**src/rtl/uart_rx_pkg.sv**
```systemverilog
// Shared UART receive definitions: FSM state encoding, frame bit levels and
// default frame geometry (also used by the downstream parity checker).
package uart_rx_pkg;

   localparam int unsigned DEF_INPUT_DATA_WIDTH = 8;
   localparam int unsigned DEF_CLKS_PER_BIT     = 16;

   localparam logic START_BIT = 1'b0;
   localparam logic STOP_BIT  = 1'b1;

   typedef enum logic [2:0] {
      ST_IDLE   = 3'd0,
      ST_START  = 3'd1,
      ST_DATA   = 3'd2,
      ST_PARITY = 3'd3,
      ST_STOP   = 3'd4
   } rx_state_e;

endpackage

```
**src/rtl/rx_bit_timer.sv**
```systemverilog
// Sample counter for the receive FSM: counts half a bit period after load_half,
// a full bit period after load_zero, and flags the sampling edge with sample_tick.
module rx_bit_timer #(
   parameter int unsigned CLKS_PER_BIT = 16
) (
   input  logic clk,
   input  logic rst_n,
   input  logic load_zero,
   input  logic load_half,
   output logic sample_tick
);

   localparam int unsigned CW = $clog2(CLKS_PER_BIT);
   localparam logic [CW-1:0] FULL_LAST = CW'(CLKS_PER_BIT - 1);
   localparam logic [CW-1:0] HALF_LAST = CW'(CLKS_PER_BIT / 2 - 1);

   logic [CW-1:0] cnt_q, cnt_d;
   logic          half_q, half_d;
   logic          tick_s;

   // Next count: loads restart from zero and select the terminal value
   always_comb begin
      tick_s = (cnt_q == (half_q ? HALF_LAST : FULL_LAST));
      cnt_d  = cnt_q;
      half_d = half_q;
      if (load_half) begin
         cnt_d  = {CW{1'b0}};
         half_d = 1'b1;
      end else if (load_zero) begin
         cnt_d  = {CW{1'b0}};
         half_d = 1'b0;
      end else if (tick_s) begin
         cnt_d  = {CW{1'b0}};
      end else begin
         cnt_d  = cnt_q + {{(CW-1){1'b0}}, 1'b1};
      end
   end

   // Counter state registers
   always_ff @(posedge clk or negedge rst_n) begin
      if (!rst_n) begin
         cnt_q  <= {CW{1'b0}};
         half_q <= 1'b0;
      end else begin
         cnt_q  <= cnt_d;
         half_q <= half_d;
      end
   end

   assign sample_tick = tick_s;

endmodule

```
**src/rtl/rx_frame_deserializer.sv**
```systemverilog
// UART receive front-end: start-bit qualification, LSB-first data shift register,
// parity-stage strobe for the downstream checker and stop-bit framing check.
module rx_frame_deserializer
   import uart_rx_pkg::*;
#(
   parameter int unsigned INPUT_DATA_WIDTH = DEF_INPUT_DATA_WIDTH,
   parameter int unsigned CLKS_PER_BIT     = DEF_CLKS_PER_BIT
) (
   input  logic                        clk,
   input  logic                        reset,
   input  logic                        serial_in_synced,
   output logic [INPUT_DATA_WIDTH-1:0] received_data,
   output logic                        is_parity_stage,
   output logic                        data_valid,
   output logic                        framing_error,
   output logic                        busy
);

   localparam int unsigned W  = INPUT_DATA_WIDTH;
   localparam int unsigned IW = $clog2(W + 1);
   localparam logic [IW-1:0] LAST_IDX = IW'(W - 1);

   rx_state_e      state_q, state_d;
   logic [W-1:0]   data_q, data_d;
   logic [IW-1:0]  idx_q, idx_d;
   logic           par_q, par_d;
   logic           dv_q, dv_d;
   logic           fe_q, fe_d;
   logic           busy_q, busy_d;
   logic           load_zero_s, load_half_s, tick_s;

   rx_bit_timer #(.CLKS_PER_BIT(CLKS_PER_BIT)) u_bit_timer (
      .clk         (clk),
      .rst_n       (reset),
      .load_zero   (load_zero_s),
      .load_half   (load_half_s),
      .sample_tick (tick_s)
   );

   // Frame FSM; strobes default low so they last exactly one cycle
   always_comb begin
      state_d     = state_q;
      data_d      = data_q;
      idx_d       = idx_q;
      par_d       = 1'b0;
      dv_d        = 1'b0;
      fe_d        = 1'b0;
      load_zero_s = 1'b0;
      load_half_s = 1'b0;
      case (state_q)
         ST_IDLE: begin
            if (serial_in_synced == START_BIT) begin
               state_d     = ST_START;
               load_half_s = 1'b1;
            end else begin
               load_zero_s = 1'b1;
            end
         end
         ST_START: begin
            if (tick_s) begin
               load_zero_s = 1'b1;
               idx_d       = {IW{1'b0}};
               state_d     = (serial_in_synced == START_BIT) ? ST_DATA : ST_IDLE;
            end else begin
               state_d     = ST_START;
            end
         end
         ST_DATA: begin
            if (tick_s) begin
               data_d = {serial_in_synced, data_q[W-1:1]};
               if (idx_q == LAST_IDX) begin
                  state_d = ST_PARITY;
               end else begin
                  idx_d = idx_q + {{(IW-1){1'b0}}, 1'b1};
               end
            end else begin
               state_d = ST_DATA;
            end
         end
         ST_PARITY: begin
            if (tick_s) begin
               par_d   = 1'b1;
               state_d = ST_STOP;
            end else begin
               state_d = ST_PARITY;
            end
         end
         ST_STOP: begin
            // Leaving at mid-stop lets a back-to-back start edge be caught
            if (tick_s) begin
               state_d = ST_IDLE;
               if (serial_in_synced == STOP_BIT) begin
                  dv_d = 1'b1;
               end else begin
                  fe_d = 1'b1;
               end
            end else begin
               state_d = ST_STOP;
            end
         end
         default: begin
            state_d     = ST_IDLE;
            load_zero_s = 1'b1;
         end
      endcase
      busy_d = (state_d != ST_IDLE);
   end

   // State and registered outputs
   always_ff @(posedge clk or negedge reset) begin
      if (!reset) begin
         state_q <= ST_IDLE;
         data_q  <= {W{1'b0}};
         idx_q   <= {IW{1'b0}};
         par_q   <= 1'b0;
         dv_q    <= 1'b0;
         fe_q    <= 1'b0;
         busy_q  <= 1'b0;
      end else begin
         state_q <= state_d;
         data_q  <= data_d;
         idx_q   <= idx_d;
         par_q   <= par_d;
         dv_q    <= dv_d;
         fe_q    <= fe_d;
         busy_q  <= busy_d;
      end
   end

   assign received_data   = data_q;
   assign is_parity_stage = par_q;
   assign data_valid      = dv_q;
   assign framing_error   = fe_q;
   assign busy            = busy_q;

endmodule

```
**config.mk**
```make
export PLATFORM = sky130hd
export DESIGN_NAME = rx_frame_deserializer
export DESIGN_NICKNAME = d
export VERILOG_FILES = /design/src/rtl/uart_rx_pkg.sv /design/src/rtl/rx_bit_timer.sv /design/src/rtl/rx_frame_deserializer.sv
export SDC_FILE = /design/constraint.sdc
export NUM_CORES = 1
export LEC_CHECK = 0
export ABC_AREA = 1
export CELL_PAD_IN_SITES_DETAIL_PLACEMENT = 1
export CELL_PAD_IN_SITES_GLOBAL_PLACEMENT = 1
export CORE_AREA = 2 2 49 69
export DETAILED_ROUTE_END_ITERATION = 10
export DIE_AREA = 0 0 51 71
export GPL_ROUTABILITY_DRIVEN = 1
export HOLD_SLACK_MARGIN = 0.03
export PLACE_DENSITY = 0.81
export SLEW_MARGIN = 15
export SYNTH_ARGS = -nofsm -noshare
export SYNTH_HDL_FRONTEND = slang
export SYNTH_HIERARCHICAL = 1
export SYNTH_SLANG_ARGS = --single-unit
```
**constraint.sdc**
```tcl
create_clock -name clk -period 4.1 [get_ports clk]
set_input_delay 0.41 -clock clk [delete_from_list [all_inputs] [get_ports clk]]
set_output_delay 0.41 -clock clk [all_outputs]
set_load 0.05 [all_outputs]
```
==> results of run 1 <==
==> cells in the mapped netlist, drive strengths merged <==
cell type	instances	share of area [%]
o21bai	1	0.66
nand2	44	15
clkinv	1	0.44
dfrtp	24	53
nor3	2	0.88
ha	2	2.2
inv	19	6.3
nor3b	1	0.66
buf	1	0.99
o21ai	6	3.3
nand4	3	1.6
nor2	15	6.7
nand3	13	7.7
o211ai	1	0.66
==> metrics by stage <==
stage | instances | area (sq um)
finish | 189 | 1370
floorplan | 133 | 1140
detailed placement | 185 | 1320
CTS | 189 | 1370
global placement | 185 | 1320
global route | 189 | 1370
==> worst min-delay path by stage <==
stage / depth (start not counted) / endpoint / startpoint
after global placement: 1 / u_bit_timer/cnt_q[0] / u_bit_timer/cnt_q[0]
after CTS: 2 / received_data[3] / received_data[3]
after detailed placement: 2 / received_data[0] / received_data[1]
after global routing: 1 / received_data[3] / reset
after floorplan: 0 / busy / reset
final: 1 / u_bit_timer/cnt_q[0] / reset
==> where the power goes <==
group / switching, uW / total, uW / internal (uW)
clock: 71.9 / 158 / 85.7
sequential: 47.0 / 329 / 282
combinational: 139 / 216 / 77.2
==> sequential cells by signal, summed over array words and instances (netlist names) <==
register,cells
is_parity_stage,1
u_bit_timer/half_q,1
received_data,8
idx_q,4
busy,1
data_valid,1
framing_error,1
u_bit_timer/cnt_q,4
state_q,3
==> layer usage <==
| metal | GRT usage [%] | wire length, microns | up-vias |
|---|---|---|---|
| li1 | - | - | 448 |
| met1 | 16.6 | 988 | 459 |
| met2 | 28.4 | 1300 | 6 |
| met3 | 1.90 | 41 | 5 |
| met4 | 7.21 | 53 | 0 |
| met5 | 0 | 0 | - |
==> critical path, stage by stage, from the launching register on <==
cell and delay (ns):
dfrtp_1 0.40, ha_1 0.19, nand2_1 0.06, inv_2 0.06, nand3_2 0.08, inv_1 0.23
nand4_1 0.31, o211ai_1 0.26, nor2_2 0.09, o21ai_0 0.09, nor2_1 0.05
==> cells by family (layout without fill, tap and decap cells) <==
logic type               count (synthesis)  after routing
buffers and inverters                   21             38
AND/OR/NAND/NOR                         78             78
flip-flops                              24             24
adder cells (fa/ha/maj)                  2              2
AO/OA/AOI/OAI                            8              8
==> area by class of cell <==
class	count	area, sq um	share of cell area, %
Clock buffer	4	55.1	4.02
Sequential cell	24	601	43.9
Timing Repair Buffer	14	135	9.87
Tap cell	39	48.8	3.56
Inverter	20	76.3	5.58
Multi-Input combinational cell	88	453	33.1
==> cell usage in the layout (no fill, tap or decap) <==
| cell | instances |
|---|---|
| nand2_1 | 42 |
| dfrtp_1 | 24 |
| inv_1 | 16 |
| clkdlybuf4s50_1 | 13 |
| nand3_1 | 10 |
| nor2_1 | 9 |
| nor2_2 | 5 |
| clkbuf_8 | 4 |
| nand4_1 | 3 |
| inv_2 | 3 |
| o21ai_2 | 2 |
| nand3_2 | 2 |
| nor3_1 | 2 |
| o21ai_1 | 2 |
| o21ai_0 | 2 |
| ha_1 | 2 |
| o211ai_1 | 1 |
| nand3_4 | 1 |
| nor2_4 | 1 |
| clkinv_2 | 1 |
| nand2_4 | 1 |
| buf_2 | 1 |
| nor3b_1 | 1 |
| nand2_2 | 1 |
| o21bai_1 | 1 |
==> impl_metrics.env, run 1 <==
export IMPL_synth_simple_area_share_pct=32.9
export IMPL_viasPerCell=4.86
export IMPL_r2r_slack_ns=2.18
export IMPL_start_util_pct=37.6
export IMPL_synthAdderAreaFrac_pct=2.19
export IMPL_synth_mux_area_fraction_pct=0
export IMPL_syn_inst=133
export IMPL_fp_dieW_microns=51
export IMPL_setup_viol=0
export IMPL_maxSlewViolCount=0
export IMPL_cp_max_fo=6
export IMPL_grt_start_max_net_pins=25
export IMPL_cts_setup_buffers=0
export IMPL_clkLatencyLatePin_ns=0.26
export IMPL_numCtsBuffers=3
export IMPL_cp_startpoint="u_bit_timer/cnt_q[0]"
export IMPL_synth_seq_cells=24
export IMPL_ys_types=23
export IMPL_finalCritPeriodShare_pct=46.9
export IMPL_synth_top_family_by_area="simple AND/OR/NAND/NOR gates"
export IMPL_die_area_sq_um=3620
export IMPL_syn_area_sq_um=1140
export IMPL_wl_per_cell_microns=12.6
export IMPL_synthXorXnorAreaFrac_pct=0
export IMPL_worstHoldPathType="input pin to async pin"
export IMPL_ctsRootBufferMaster="clkbuf_8"
export IMPL_dr_pass1_iters=3
export IMPL_num_vias=918
export IMPL_grt_pass1_vias=985
export IMPL_cts_sinks=24
export IMPL_drc_errors=0
export IMPL_crit_type="flop to flop"
export IMPL_r2r_start="u_bit_timer/cnt_q[0]"
export IMPL_drive_gt1_share_pct=14.7
export IMPL_nNetsFinal=156
export IMPL_ctsResizeCount=0
export IMPL_power_leakage_uw=0.000693
export IMPL_reg2reg_to="u_bit_timer/cnt_q[2]"
export IMPL_place_ws_ns=2.20
export IMPL_antenna_found_initial=0
export IMPL_rows=24
export IMPL_die_h_microns=71
export IMPL_timing_fmax_mhz=520
export IMPL_ir_drop_uv=283
export IMPL_period_minus_slack_ns=1.92
export IMPL_clock_skew_ns=0.00125
export IMPL_yosys_warnings=6
export IMPL_required_ns=4.26
export IMPL_syn_avg_cell_area_sq_um=8.58
export IMPL_wirelength_microns=2380
export IMPL_dp_hpwl_microns=1850
export IMPL_syn_num_nets=138
export IMPL_worst_hold_slack_ns=0.109
export IMPL_power_uw=703
export IMPL_core_region_area_sq_um=3030
export IMPL_cts_tree="built"
export IMPL_grt_pass1_wl_microns=4210
export IMPL_grt_usage_pct=15.3
export IMPL_io_pins=15
export IMPL_n_fill_cell=363
export IMPL_antenna_left=0
export IMPL_status="finished clean"
export IMPL_synth_compound_area_share_pct=4.61
export IMPL_cts_hold_buf=0
export IMPL_rsz0062_at_grt="no"
export IMPL_crit_end="u_bit_timer/cnt_q[2]"
export IMPL_cts_buffer_depth=2
export IMPL_cp_end_kind="flop"
export IMPL_io_buffer_count=14
export IMPL_setup_tns_ns=0
export IMPL_relSlewSlack_pct=65.5
export IMPL_maxCapViolCount=0
export IMPL_gp_congestion=0.731
export IMPL_hold_viol_final=0
export IMPL_setup_slack_ns=2.18
export IMPL_worst_pin_slew_ns=0.517
export IMPL_clk_pin_slew_ns=0.08
export IMPL_final_util_pct=45.1
export IMPL_cp_data_arrival_time_ns=2.08
export IMPL_critPathLaunchType="flop"
export IMPL_syn_to_final_growth_pct=20.0
export IMPL_overflow=0
export IMPL_seq_area_frac_synth_pct=52.6
export IMPL_num_antenna_cells=0
export IMPL_worstRegToRegCells=10
export IMPL_powerDensity_nw_per_um2=514
export IMPL_htree_levels=1
export IMPL_drtIter0Drc=13
Power figures use the tool's default switching activity.
==> run 2: changes to the inputs <==
Settings changed: CORE_AREA 2 2 49 69 to 2 2 51 72, DIE_AREA 0 0 51 71 to 0 0 53 74, PLACE_DENSITY 0.81 to 0.78.
Clock period 4.1 ns to 1.65 ns, I/O delays scaled along.
==> impl_metrics.env, run 2 (synthesis gave the netlist of run 1 again) <==
export IMPL_status="finished clean"
export IMPL_io_pins=15
export IMPL_viasPerCell=4.85
export IMPL_pwr_share_seq_pct=45.3
export IMPL_cp_top_family="buffers and inverters"
export IMPL_critPathLaunchType="flop"
export IMPL_start_util_pct=34.7
export IMPL_path_cells="clkdlybuf4s50_1"
export IMPL_period_minus_slack_ns=1.58
export IMPL_rows=25
export IMPL_fp_dieW_microns=53
export IMPL_worst_path_max_delay_cell="clkdlybuf4s50_1"
export IMPL_cts_tree="built"
export IMPL_grt_usage_pct=15.0
export IMPL_drive_gt1_share_pct=25.2
export IMPL_cts_sinks=24
export IMPL_timing_fmax_mhz=633
export IMPL_ctsRootBufferMaster="clkbuf_8"
export IMPL_wirelength_microns=2540
export IMPL_cts_hold_buf=0
export IMPL_die_area_sq_um=3920
export IMPL_ir_drop_uv=656
export IMPL_dr_pass1_iters=2
export IMPL_setup_viol=0
export IMPL_final_util_pct=42.3
export IMPL_cpPeakStageDelay_ns=0.80
export IMPL_power_uw=1780
export IMPL_drc_errors=0
export IMPL_cp_data_arrival_time_ns=1.41
export IMPL_antenna_found_initial=0
export IMPL_dp_hpwl_microns=1920
export IMPL_hold_viol_final=0
export IMPL_finalCritPeriodShare_pct=95.7
export IMPL_antenna_left=0
export IMPL_mostFrequentLayoutCell="nand2_1"
export IMPL_worstHoldPathType="input pin to async pin"
export IMPL_wl_per_cell_microns=13.0
export IMPL_nNetsFinal=162
export IMPL_powerDensity_nw_per_um2=1280
export IMPL_htree_levels=1
export IMPL_path_buf_inv=1
export IMPL_intPower_uw=1110
export IMPL_crit_type="flop to output port"
export IMPL_cp_max_fo=2
export IMPL_finalNonFillerCells=195
export IMPL_placedCellCount=189
export IMPL_num_vias=945
export IMPL_maxSlewViolCount=0
export IMPL_p_clk_share_pct=19.1
export IMPL_clock_skew_ns=0.00299
export IMPL_worst_pin_slew_ns=0.501
export IMPL_required_ns=1.48
export IMPL_grt_start_max_net_pins=25
export IMPL_grt_pass1_vias=1018
export IMPL_p_switching_uw=674
export IMPL_die_h_microns=74
export IMPL_grt_pass1_wl_microns=4400
export IMPL_overflow=0
export IMPL_syn_to_final_growth_pct=21.7
export IMPL_power_leakage_uw=0.000727
export IMPL_numCtsBuffers=3
export IMPL_place_ws_ns=-0.0417
export IMPL_relSlewSlack_pct=66.5
export IMPL_largest_reg_flops=8
export IMPL_core_region_area_sq_um=3280
export IMPL_clkLatencyLatePin_ns=0.26
export IMPL_setup_slack_ns=0.0706
export IMPL_p_sw_share_pct=37.9
export IMPL_clk_pin_slew_ns=0.08
export IMPL_num_antenna_cells=0
export IMPL_gp_congestion=0.812
export IMPL_cts_buffer_depth=2
export IMPL_drtIter0Drc=12
export IMPL_setup_tns_ns=0
export IMPL_io_buffer_count=14
export IMPL_mostFrequentLayoutCells="nand2_1, dfrtp_1, buf_4"
export IMPL_combPwrFrac_pct=35.6
export IMPL_maxCapViolCount=0
export IMPL_cp_end_kind="output port"
==> run 2: layout make-up <==
cell class | count | area (sq um)
Clock buffer | 3 | 41.3
Tap cell | 40 | 50.0
Sequential cell | 24 | 601
Multi-Input combinational cell | 88 | 458
Inverter | 20 | 78.8
Fill cell | 414 | 1900
Timing Repair Buffer | 20 | 160
==> run 2: worst paths after layout <==
kind | slack [ns] | from | endpoint | cells past startpoint
worst max-delay path | 0.07 | received_data[0] | received_data[0] | 1
worst min-delay path | 0.26 | reset | framing_error | 2
worst max register to register | 0.09 | u_bit_timer/cnt_q[0] | u_bit_timer/cnt_q[2] | 10
worst min register to register | 0.49 | received_data[0] | received_data[0] | 2
max in group asynchronous | 1.16 | reset | received_data[2] | 2
min in group clk | 0.49 | received_data[0] | received_data[0] | 2
==> run 2: metal layers <==
metal | global-route usage [%] | up-vias | share of wire [%]
met5 | 0 | - | 0
met4 | 7.12 | 0 | 1.8
met3 | 2.01 | 5 | 2.5
met2 | 27.1 | 11 | 58
met1 | 17.2 | 468 | 38
li1 | - | 461 | -
==> run 2: repair_timing <==
item | in CTS | in global routing
pin swaps | 2 | 4
buffers inserted | 1 | 2
setup endpoints to repair | 5 | 4
gates resized for setup | 1 | 4
==> run 2: power groups by stage <==
stage                     Sequential [uW]  Clock (uW)  Combinational (uW)
after floorplan                       890           0                 314
after CTS                             809         357                 588
after global placement                816           0                 530
after global routing                  825         381                 709
final                                 806         340                 633
after detailed placement              829           0                 555
==> run 2: per-stage QoR <==
step	cell area, sq um	hold WS, ns
2_1_floorplan	1140	-0.131
3_3_place_gp	1320	0.463
3_5_place_dp	1320	0.489
4_1_cts	1370	0.270
5_1_grt	1390	0.279
6_report	1390	0.255
==> run 3: changes to the inputs <==
--- a/config.mk
+++ b/config.mk
@@ -8,2 +8,3 @@
 export ABC_AREA = 1
+export CAP_MARGIN = 20
 export CELL_PAD_IN_SITES_DETAIL_PLACEMENT = 1
@@ -11,2 +12,3 @@
 export CORE_AREA = 2 2 51 72
+export CTS_CLUSTER_DIAMETER = 200
 export DETAILED_ROUTE_END_ITERATION = 10
--- a/constraint.sdc
+++ b/constraint.sdc
@@ -3,2 +3,2 @@
 set_output_delay 0.165 -clock clk [all_outputs]
-set_load 0.05 [all_outputs]
+set_load 0.01 [all_outputs]
==> impl_metrics.env, run 3 (synthesis gave the netlist of run 1 again) <==
export IMPL_pwr_share_seq_pct=46.1
export IMPL_dr_pass1_iters=2
export IMPL_largest_reg_flops=8
export IMPL_cp_data_arrival_time_ns=1.70
export IMPL_p_sw_share_pct=34.3
export IMPL_seqCellArea_sq_um=601
export IMPL_core_region_area_sq_um=3280
export IMPL_wirelength_microns=2460
export IMPL_wl_per_cell_microns=12.5
export IMPL_ctsRootBufferMaster="clkbuf_8"
export IMPL_viasPerCell=4.72
export IMPL_cts_buffer_depth=2
export IMPL_htree_levels=1
export IMPL_combPwrFrac_pct=31.2
export IMPL_maxSlewViolCount=0
export IMPL_gp_congestion=0.778
export IMPL_clock_skew_ns=0.00465
export IMPL_cp_max_fo=4
export IMPL_num_vias=929
export IMPL_cpPeakStageDelay_ns=0.40
export IMPL_mostFrequentLayoutCells="nand2_1, dfrtp_1, inv_1"
export IMPL_io_pins=15
export IMPL_r2r_slack_ns=0.12
export IMPL_hold_viol_final=0
export IMPL_fp_dieW_microns=53
export IMPL_place_ws_ns=0.00868
export IMPL_syn_to_final_growth_pct=26.4
export IMPL_timing_fmax_mhz=652
export IMPL_crit_type="flop to flop"
export IMPL_critPathLaunchType="flop"
export IMPL_rows=25
export IMPL_numCtsBuffers=3
export IMPL_path_cells="ha_2, nand2_1, inv_2, nand3_4, inv_4, nand4_1, o211ai_1, nor2_2, o21ai_1, nor2_1"
export IMPL_die_h_microns=74
export IMPL_grt_start_max_net_pins=25
export IMPL_drive_gt1_share_pct=19.7
export IMPL_cp_end_kind="flop"
export IMPL_required_ns=1.81
export IMPL_cts_sinks=24
export IMPL_powerDensity_nw_per_um2=1230
export IMPL_die_area_sq_um=3920
export IMPL_start_util_pct=34.7
export IMPL_ir_drop_uv=635
export IMPL_finalNonFillerCells=197
export IMPL_p_switching_uw=608
export IMPL_finalCritPeriodShare_pct=93.0
export IMPL_nNetsFinal=163
export IMPL_multi_input_area_sq_um=465
export IMPL_grt_pass1_vias=995
export IMPL_worst_path_max_delay_cell="dfrtp_1"
export IMPL_setup_slack_ns=0.115
export IMPL_power_leakage_uw=0.000723
export IMPL_cts_tree="built"
export IMPL_period_minus_slack_ns=1.53
export IMPL_worstHoldPathType="input pin to async pin"
export IMPL_grt_usage_pct=14.9
export IMPL_drc_errors=0
export IMPL_mostFrequentLayoutCell="nand2_1"
export IMPL_overflow=0
export IMPL_num_antenna_cells=0
export IMPL_maxCapViolCount=0
export IMPL_intPower_uw=1160
export IMPL_relSlewSlack_pct=78.9
export IMPL_n_fill_cell=397
export IMPL_drtIter0Drc=15
export IMPL_setup_viol=0
export IMPL_grt_pass1_wl_microns=4280
export IMPL_placedCellCount=190
export IMPL_antenna_left=0
export IMPL_antenna_found_initial=0
export IMPL_clkLatencyLatePin_ns=0.27
export IMPL_clk_pin_slew_ns=0.08
export IMPL_p_clk_share_pct=22.6
export IMPL_status="finished clean"
export IMPL_dp_hpwl_microns=1800
export IMPL_io_buffer_count=14
export IMPL_cts_hold_buf=0
export IMPL_worst_pin_slew_ns=0.315
-- run 3: cell types whose count changed in the layout (fill, tap and decap cells not counted), sizes merged --
cell / before / now
clkdlybuf4s50: 4 / 14
buf: 16 / 7
clkbuf: 3 / 4
-- run 3: path summary, 6_finish.rpt --
path	start	endpoint	cells after the start
worst max-delay path	u_bit_timer/cnt_q[1]	u_bit_timer/cnt_q[2]	10
worst min-delay path	reset	busy	2
worst min register to register	received_data[3]	received_data[2]	2
worst max register to register	u_bit_timer/cnt_q[1]	u_bit_timer/cnt_q[2]	10
min in group clk	received_data[3]	received_data[2]	2
max in group asynchronous	reset	received_data[6]	2
-- run 3: area by class of cell --
cell class	count	area share (%)
Inverter	20	5.46
Timing Repair Buffer	21	13.4
Sequential cell	24	41.6
Tap cell	40	3.47
Clock buffer	4	3.82
Multi-Input combinational cell	88	32.3
-- run 3: timing repair --
item,in CTS,in global routing
endpoints found under the setup margin,2,11
setup buffers,1,2
cloned,0,0
gates resized for setup,0,6
pin swaps,1,4
-- run 3: routing by layer --
layer  GRT usage, %  share of wire, %  up-vias
met4           8.55               2.3        0
met5              0                 0        -
met2           25.7                55       10
met3           1.81               2.1        4
met1           17.6                41      453
li1               -                 -      462
-- run 3: power groups by stage --
stage                     logic [uW]  registers [uW]  clock network (uW)
after floorplan                  314             812                   0
after global placement           461             817                   0
after detailed placement         477             827                   0
after CTS                        504             810                 420
after global routing             624             834                 442
final                            553             816                 400
-- run 3: worst max-delay path, delay by kind of cell (launching register included) --
| family | cells | cell delay, ns |
|---|---|---|
| flops | 1 | 0.40 |
| buf+inv | 2 | 0.17 |
| fa+ha+maj | 1 | 0.20 |
| compound gates | 2 | 0.27 |
| simple gates | 5 | 0.40 |
-- run 3: through the flow --
stage	setup TNS [ns]	total power, uW	utilization [%]	instance area, sq um	hold slack, ns
floorplan	0	1130	-	1140	-0.131
global placement	0	1280	41.1	1350	0.463
detailed placement	0	1300	41.1	1350	0.501
CTS	0	1730	43.0	1410	0.258
global route	-0.0568	1900	43.9	1440	0.272
finish	0	1770	43.9	1440	0.251
